--- src/rtl/ddr_arb_pkg.sv ---
// Shared command encodings, burst length and FSM state type for the DDR request arbiter.
package ddr_arb_pkg;
  localparam logic [2:0] CMD_WRITE = 3'b000;
  localparam logic [2:0] CMD_READ  = 3'b001;
  localparam int BEATS_PER_BURST = 2;

  typedef enum logic [1:0] {
    IDLE,
    ISSUE,
    WDATA
  } state_t;
endpackage

--- src/rtl/ddr_tag_fifo.sv ---
// In-order queue of client tags for outstanding reads; head tag routes returning rdf beats.
module ddr_tag_fifo
  import ddr_arb_pkg::*;
#(
  parameter int TAG_W = 2,
  parameter int DEPTH = 8
) (
  input  logic             clk,
  input  logic             rst_n,
  input  logic             push,
  input  logic [TAG_W-1:0] push_tag,
  input  logic             pop,
  output logic [TAG_W-1:0] head_tag,
  output logic             full,
  output logic             empty
);
  localparam int PTR_W = $clog2(DEPTH);

  logic [TAG_W-1:0] mem [DEPTH];
  logic [PTR_W-1:0] wr_ptr, rd_ptr;
  logic [PTR_W:0]   count;
  logic             do_push, do_pop;

  assign full     = (count == (PTR_W+1)'(DEPTH));
  assign empty    = (count == '0);
  assign do_push  = push & !full;
  assign do_pop   = pop & !empty;
  assign head_tag = mem[rd_ptr];

  always_ff @(posedge clk or negedge rst_n) begin
    if (!rst_n) begin
      wr_ptr <= '0;
      rd_ptr <= '0;
      count  <= '0;
    end else begin
      if (do_push) wr_ptr <= wr_ptr + 1'b1;
      if (do_pop)  rd_ptr <= rd_ptr + 1'b1;
      count <= count + (PTR_W+1)'(do_push) - (PTR_W+1)'(do_pop);
    end
  end

  // Storage carries no reset; validity is tracked by count alone.
  always_ff @(posedge clk) begin
    if (do_push) mem[wr_ptr] <= push_tag;
  end
endmodule

--- src/rtl/ddr_request_arbiter.sv ---
// N-client round-robin arbiter onto the DDR2 af/wdf FIFOs with in-order rdf return routing.
// Optional ARB_FIXED_PRIO_EN: client 0 wins arbitration whenever eligible.
module ddr_request_arbiter
  import ddr_arb_pkg::*;
#(
  parameter int NUM_CLIENTS = 4,
  parameter int ADDR_W      = 31,
  parameter int DATA_W      = 128,
  parameter int MASK_W      = 16,
  parameter int TAG_DEPTH   = 8
) (
  input  logic                          clk,
  input  logic                          rst_n,
  input  logic [NUM_CLIENTS-1:0]        cl_req_valid,
  output logic [NUM_CLIENTS-1:0]        cl_req_ready,
  input  logic [3*NUM_CLIENTS-1:0]      cl_req_cmd,
  input  logic [ADDR_W*NUM_CLIENTS-1:0] cl_req_addr,
  input  logic [NUM_CLIENTS-1:0]        cl_wdf_valid,
  output logic [NUM_CLIENTS-1:0]        cl_wdf_ready,
  input  logic [DATA_W*NUM_CLIENTS-1:0] cl_wdf_din,
  input  logic [MASK_W*NUM_CLIENTS-1:0] cl_wdf_mask,
  output logic [NUM_CLIENTS-1:0]        cl_rdf_valid,
  input  logic [NUM_CLIENTS-1:0]        cl_rdf_rd_en,
  input  logic                          af_full,
  output logic                          af_wr_en,
  output logic [2:0]                    af_cmd_din,
  output logic [ADDR_W-1:0]             af_addr_din,
  input  logic                          wdf_full,
  output logic                          wdf_wr_en,
  output logic [DATA_W-1:0]             wdf_din,
  output logic [MASK_W-1:0]             wdf_mask_din,
  input  logic                          rdf_valid,
  output logic                          rdf_rd_en,
  output logic                          err_orphan
);
  localparam int   IDX_W     = $clog2(NUM_CLIENTS);
  localparam logic BEAT_LAST = 1'(BEATS_PER_BURST - 1);

  state_t           state, next_state;
  logic [IDX_W-1:0] grant, rr_ptr, pick, head, next_rr;
  logic [IDX_W:0]   idx;
  logic [NUM_CLIENTS-1:0] eligible;
  logic found, grant_is_read, adv_rr, rr_hold;
  logic wbeat, rbeat;
  logic tag_push, tag_pop, tag_full, tag_empty;

  ddr_tag_fifo #(.TAG_W(IDX_W), .DEPTH(TAG_DEPTH)) u_tags (
    .clk      (clk),
    .rst_n    (rst_n),
    .push     (tag_push),
    .push_tag (grant),
    .pop      (tag_pop),
    .head_tag (head),
    .full     (tag_full),
    .empty    (tag_empty)
  );

  // cmd[0] alone decides read vs write, so illegal encodings fold into one of the two.
  always_comb begin
    eligible = '0;
    found    = 1'b0;
    pick     = '0;
    idx      = '0;
    for (int i = 0; i < NUM_CLIENTS; i++)
      eligible[i] = cl_req_valid[i] & (!cl_req_cmd[3*i] | !tag_full);
    for (int i = 0; i < NUM_CLIENTS; i++) begin
      idx = {1'b0, rr_ptr} + (IDX_W+1)'(i);
      if (idx >= (IDX_W+1)'(NUM_CLIENTS)) idx = idx - (IDX_W+1)'(NUM_CLIENTS);
      if (!found && eligible[idx[IDX_W-1:0]]) begin
        found = 1'b1;
        pick  = idx[IDX_W-1:0];
      end
    end
`ifdef ARB_FIXED_PRIO_EN
    if (eligible[0]) begin
      found = 1'b1;
      pick  = '0;
    end
`endif
  end

`ifdef ARB_FIXED_PRIO_EN
  assign rr_hold = (grant == '0);
`else
  assign rr_hold = 1'b0;
`endif

  assign grant_is_read = cl_req_cmd[3*int'(grant)];
  assign next_rr       = (grant == IDX_W'(NUM_CLIENTS-1)) ? '0 : grant + 1'b1;

  always_comb begin
    next_state   = state;
    af_wr_en     = 1'b0;
    af_cmd_din   = '0;
    af_addr_din  = '0;
    cl_req_ready = '0;
    cl_wdf_ready = '0;
    wdf_wr_en    = 1'b0;
    wdf_din      = '0;
    wdf_mask_din = '0;
    tag_push     = 1'b0;
    adv_rr       = 1'b0;
    case (state)
      IDLE: if (found) next_state = ISSUE;
      ISSUE: begin
        af_cmd_din  = cl_req_cmd[3*int'(grant) +: 3];
        af_addr_din = cl_req_addr[ADDR_W*int'(grant) +: ADDR_W];
        if (!af_full) begin
          af_wr_en            = 1'b1;
          cl_req_ready[grant] = 1'b1;
          if (grant_is_read) begin
            tag_push   = 1'b1;
            adv_rr     = 1'b1;
            next_state = IDLE;
          end else begin
            next_state = WDATA;
          end
        end
      end
      WDATA: begin
        cl_wdf_ready[grant] = !wdf_full;
        wdf_wr_en           = cl_wdf_valid[grant] & !wdf_full;
        wdf_din             = cl_wdf_din[DATA_W*int'(grant) +: DATA_W];
        wdf_mask_din        = cl_wdf_mask[MASK_W*int'(grant) +: MASK_W];
        if (wdf_wr_en && wbeat == BEAT_LAST) begin
          adv_rr     = 1'b1;
          next_state = IDLE;
        end
      end
      default: next_state = IDLE;
    endcase
  end

  // Read return: only the client owning the oldest tag sees or pops the rdf head.
  always_comb begin
    cl_rdf_valid       = '0;
    cl_rdf_valid[head] = rdf_valid & !tag_empty;
    rdf_rd_en          = cl_rdf_rd_en[head] & rdf_valid & !tag_empty;
  end

  assign tag_pop = rdf_rd_en & (rbeat == BEAT_LAST);

  always_ff @(posedge clk or negedge rst_n) begin
    if (!rst_n) begin
      state      <= IDLE;
      grant      <= '0;
      rr_ptr     <= '0;
      wbeat      <= 1'b0;
      rbeat      <= 1'b0;
      err_orphan <= 1'b0;
    end else begin
      state <= next_state;
      if (state == IDLE && found) grant <= pick;
      if (adv_rr && !rr_hold)     rr_ptr <= next_rr;
      if (wdf_wr_en)              wbeat <= ~wbeat;
      if (rdf_rd_en)              rbeat <= ~rbeat;
      if (rdf_valid && tag_empty) err_orphan <= 1'b1;
    end
  end
endmodule
--- config.mk ---
export PLATFORM = sky130hd
export DESIGN_NAME = ddr_request_arbiter
export DESIGN_NICKNAME = d
export VERILOG_FILES = /design/src/rtl/ddr_arb_pkg.sv /design/src/rtl/ddr_tag_fifo.sv /design/src/rtl/ddr_request_arbiter.sv
export SDC_FILE = /design/constraint.sdc
export NUM_CORES = 1
export LEC_CHECK = 0
export BUFFER_PORTS_ARGS = -buffer_cell sky130_fd_sc_hd__buf_2
export CAP_MARGIN = 20
export CELL_PAD_IN_SITES_DETAIL_PLACEMENT = 1
export CELL_PAD_IN_SITES_GLOBAL_PLACEMENT = 1
export CORE_AREA = 2 2 362 364
export DETAILED_ROUTE_END_ITERATION = 8
export DIE_AREA = 0 0 364 366
export PLACE_DENSITY_LB_ADDON = 0.1
export SLEW_MARGIN = 20
export SYNTH_ARGS = -nofsm -noshare
export SYNTH_HDL_FRONTEND = slang
export SYNTH_SLANG_ARGS = --single-unit
--- constraint.sdc ---
create_clock -name clk -period 5.76 [get_ports clk]
set_input_delay 1.728 -clock clk [delete_from_list [all_inputs] [get_ports clk]]
set_output_delay 1.728 -clock clk [all_outputs]
set_load 0.05 [all_outputs]
Word level (Yosys, flattened, before mapping)

Memory sizes are Yosys's and may differ from the RTL's.
Index checks and enable logic that the tools add are counted.

Bits in registers: 19
Latch bits: 0
RAM bits: 16
Memory bits (read-only): 0
Bits of input ports: 729
Output and inout bits: 194
Logic and storage cells: 142
Memories: 1

Add/subtract/negate cells: 12
Multiply operators: 2
Div/mod/pow operators: 0
$lt $le $gt $ge: 13
Equal/unequal tests: 7
Shifts and indexed selects: 4
Mux-type cells: 54
Bitwise logic cells: 19
Reductions and logical operators: 21

Memories:

| memory     | words | width | rd ports | clocked after memory_dff | wr ports | line               | text |
|---|---|---|---|---|---|---|---|
| u_tags.mem | 8     | 2     | 1        | 0                        | 1        | ddr_tag_fifo.sv:19 | `logic [TAG_W-1:0] mem [DEPTH];` |

Operators by type and width:

| cell                  | count |
|---|---|
| $shiftx A512 B10 Y128 | 1 |
| $mux W128             | 1 |
| $shiftx A124 B8 Y31   | 1 |
| $shiftx A64 B7 Y16    | 1 |
| $lt A32 B6 Y1 const B | 1 |
| $mux W31              | 1 |
| $mux W2               | 13 |
| $mux W1               | 23 |
| $lt A2 B3 Y1 const B  | 6 |
| $mux W16              | 1 |
| $bmux W1 S2           | 6 |
| $mux W4               | 3 |
| $shiftx A12 B5 Y3     | 1 |
| $and A1 B1 Y1         | 11 |
| $logic_not A1 Y1      | 10 |
| $ge A3 B3 Y1 const B  | 3 |
| $and A4 B4 Y4         | 2 |
| $logic_and A1 B1 Y1   | 8 |
| $sub A2 B1 Y2 const B | 4 |
| $mul A5 B2 Y7 const A | 1 |
| $add A2 B2 Y3 const B | 2 |
| $add A3 B1 Y3 const B | 2 |
| $ne A2 B2 Y1 const B  | 3 |
| $pmux W2 S3           | 1 |
| other kinds (19)      | 26 |

Logic depth before layout (Yosys ltp)

Depth in word-level cells: 18
Mapped depth: 15

Modules after synthesis

From an unflattened synthesis, not the netlist that was laid out.

Cell total of the unflattened synthesis: 623
Area total of the unflattened synthesis: 7719.9 um^2

Modules (own cells, without submodules):

| module              | times used | cells each | area each (um^2) |
|---|---|---|---|
| ddr_request_arbiter | 1          | 543        | 6508.7 |
| ddr_tag_fifo        | 1          | 80         | 1211.2 |

Least setup slack after synthesis

Ideal clock, no wire load.

Path type: input-to-output
Start: input rdf_valid
End: output cl_rdf_valid[2]
Arrival: 2.869 ns
Required time: 4.032 ns
Setup slack: 1.163 ns
Cell stages on the path: 3
Path buffers: 0
Path through: a21boi_1 > nand2b_1 > nor2b_1

Longest elaborated chain between the ends: 2

RTL lines:

| item                           | line                       | text |
|---|---|---|
| start: declaration             | ddr_request_arbiter.sv:32  | `input logic rdf_valid,` |
| $and A1 B1 Y1                  | ddr_request_arbiter.sv:137 | `cl_rdf_valid[head] = rdf_valid & !tag_empty;` |
| $and A4 B4 Y4 (no source line) | -                          |  |
| end: declaration               | ddr_request_arbiter.sv:22  | `output logic [NUM_CLIENTS-1:0] cl_rdf_valid,` |

Every way passes these cells.

Final worst setup path

Start: input cl_wdf_mask[63]
End: output wdf_mask_din[15]

Longest elaborated chain between the ends: 2

RTL lines:

| item               | line                       | text |
|---|---|---|
| start: declaration | ddr_request_arbiter.sv:21  | `input logic [MASK_W*NUM_CLIENTS-1:0] cl_wdf_mask,` |
| $shiftx A64 B7 Y16 | ddr_request_arbiter.sv:124 | `wdf_mask_din = cl_wdf_mask[MASK_W*int'(grant) +: MASK_W];` |
| $mux W16           | ddr_request_arbiter.sv:103 | `case (state)` |
| end: declaration   | ddr_request_arbiter.sv:31  | `output logic [MASK_W-1:0] wdf_mask_din,` |

Every way passes these cells.

==> impl_metrics.ini <==
[timing]
finalCritPeriodShare_pct = 82.43
slew_viol_final = 0
hold_violations = 0
tns_ns = 0
setup_viol = 0
final.setup_skew_ns = 0.007171
timing.final.ws_setup_ns = 1.012
rsz0062_at_grt = no
max_freq_mhz = 210.6
period_needed_ns = 4.748
relSlewSlack_pct = 41.59
worst_slew_pin_slew_ns = 0.8761

[logic_synthesis]
synth_nets = 1335
synth_common_cells = 186 x and2_1, 184 x mux4_2, 38 x clkbuf_1, 19 x dfrtp_1, 18 x buf_2
synthCells = 589
synth-edff-count = 16
synth-seq-cells = 35
synthTopCellsByArea = mux4_2 56%, and2_1 16%, edfxtp_1 6.4%
synth_area_leader_cell = mux4_2
yosysWarningCount = 0
syn_avg_cell_area_um2 = 12.66
syn_area_um2 = 7457
ys_seq_area_share_pct = 12.82
synth_top_area_share_pct = 55.57
ys.flop_type = dfrtp_1
synth_cell_types = 44
yosysMostFrequentCell = and2_1
ys_async_sr_fraction_pct = 54.29

[clock_network]
htree_levels = 2
path_clk_slew_ns = 0.06
cts-hold-fix-buffers = 0
cts_tree = done
cts_buffer_depth = 2
cts_resized = 0
clock_latency_ns = 0.28
root_buffer = clkbuf_16
cts_sinks = 35
cts_buffers = 5
post_cts_buffers = 0

[power_and_ir_drop]
internal_power_w = 0.002408
leakage_nw = 6.603
pwr-share-seq_pct = 10.7
max-vdd-ir-drop_mv = 0.1514
clkPwrFrac_pct = 6.1
pwr-share-comb_pct = 83.2
p_switching_w = 0.002905
pwr_density_cell_nw_per_um2 = 365.0
switching_share_pct = 54.68

[critical_path]
crit_slowest_cell = mux4_2
critPathKind = in -> out
reg2reg_from = grant[1]
crit_path_cell_trace = buf_2, mux4_2, and2_1, buf_2
crit_required_ns = 4.03
cpMostUsedCell = buf_2
startpoint = cl_wdf_mask[63]
cp_max_fo = 1
start_kind = input port
crit_arrival_ns = 3.02
max_stage_delay_ns = 0.61
end_kind = primary output

[drt]
antenna_left = 0
dr_total_vias = 9455
drt_wl_total_um = 76430
vias_per_cell = 2.909
drcViolationCount = 0
dr.pass1.iters = 5
wl_per_cell_um = 23.52
drt-initial-drc-count = 420

[floorplan]
die_area_um2 = 133200
core.rowCount = 132
io_pins = 923
design.core.area_um2 = 129000
die_x_um = 364
die_h_um = 366
start_util_pct = 5.781

[global_route]
grt_first_pass_wirelength_um = 100500
gr-total-overflow = 0
grtUsageTotal_pct = 11.04
grt_max_degree = 61
first_global_vias = 10790
antenna_found_initial = 55

[layout]
seqCellArea_um2 = 963.4
drive_gt1_share_pct = 78.25
fin_nets = 2230
area_growth_pct = 95.18
multiInputGateArea_um2 = 6171
num-fill-cells = 15350

[placement]
dp_hpwl_um = 69150
gp_congestion = 0.8518
io_buffers = 922
pre_cts_ws_ns = 0.9074

[run_status]
status = complete, no violations

[worst_hold_path]
holdCritStartpoint = err_orphan
worstHoldPathType = reg -> reg

[flow_run]
maxCapViolations = 0
==> placed cells by master (no fill, tap or decap), types with 4 or more instances in the layout <==
cell type,instances
mux2_4,4
buf_12,8
buf_4,21
clkbuf_16,5
ha_1,14
a21boi_1,4
and2_1,186
nand2_1,10
diode_2,23
inv_1,14
edfxtp_1,16
mux4_2,184
buf_2,922
inv_2,7
nor2_1,7
a21oi_1,8
nor3b_1,4
mux2_1,4
xnor2_1,6
dfrtp_1,17
==> layer usage <==
layer | global-route usage, % | share of wire [%] | wire (µm) | vias to the layer above
met2 | 19.67 | 50 | 38460 | 442
met3 | 3.493 | 7.4 | 5673 | 64
met5 | 0.5447 | 0.26 | 195 | -
li1 | - | - | - | 4177
met1 | 13.22 | 41 | 31490 | 4736
met4 | 1.061 | 0.79 | 604 | 36
==> logic make-up (layout without fill, tap and decap cells) <==
kind of cell / after synthesis / after routing / share of synthesized area [%]
fa+ha+maj: 17 / 17 / 2.953
mux: 197 / 197 / 58.12
buf+inv: 84 / 980 / 4.631
simple gates: 224 / 224 / 18.36
compound gates: 24 / 24 / 2.181
other cells: 0 / 23 / 0
xor+xnor: 8 / 8 / 0.9396
flops: 35 / 35 / 12.82
==> flip-flops by register name (all words and copies together), names as in the netlist, 2 cells and up <==
name,flops
u_tags.mem,16
u_tags.count,4
u_tags.rd_ptr,3
u_tags.wr_ptr,3
grant,2
rr_ptr,2
state,2
==> through the flow <==
stage | utilization [%] | cell area [µm²] | hold WS (ns) | instances | power [W]
global placement | 11.11 | 14330 | 0.4507 | 3219 | 0.005155
detailed placement | 11.11 | 14330 | 0.4726 | 3219 | 0.005165
finish | 11.28 | 14560 | 0.4806 | 3250 | 0.005313
global route | 11.27 | 14540 | 0.5254 | 3243 | 0.005734
floorplan | - | 7457 | 0.4551 | 589 | 0.003519
CTS | 11.24 | 14500 | 0.4875 | 3227 | 0.005506
==> path summary, 6_finish.rpt <==
check	endpoint	slack, ns	depth (start not counted)
worst max-delay path	wdf_mask_din[15]	1.01	4
worst min-delay path	err_orphan	0.48	1
worst max register to register	u_tags.count[2]	2.04	13
worst min register to register	err_orphan	0.48	1
max in group asynchronous	grant[0]	3.95	1
min in group asynchronous	err_orphan	1.41	1
==> layout make-up <==
type                            count  area share, %
Antenna cell                       23         0.3954
Tap cell                         1742          14.97
Timing Repair Buffer              951          33.89
Clock inverter                      3         0.3267
Clock buffer                        5         0.8596
Sequential cell                    35          6.619
Multi-Input combinational cell    470          42.40
Inverter                           21         0.5416
==> power groups by stage <==
| stage | Clock, W | Sequential (W) | Combinational [W] |
|---|---|---|---|
| 2_1_floorplan | 0 | 0.000426 | 0.00309 |
| 3_3_place_gp | 0 | 0.000594 | 0.00456 |
| 3_5_place_dp | 0 | 0.000598 | 0.00457 |
| 4_1_cts | 0.000335 | 0.000593 | 0.00458 |
| 5_1_grt | 0.000347 | 0.000610 | 0.00478 |
| 6_report | 0.000323 | 0.000570 | 0.00442 |
==> critical path: cells and delay by family <==
family                 cells  cell delay (ns)
multiplexers               1             0.61
buffers and inverters      2             0.39
AND/OR/NAND/NOR            1             0.28
(Power assumes the default switching activity.)
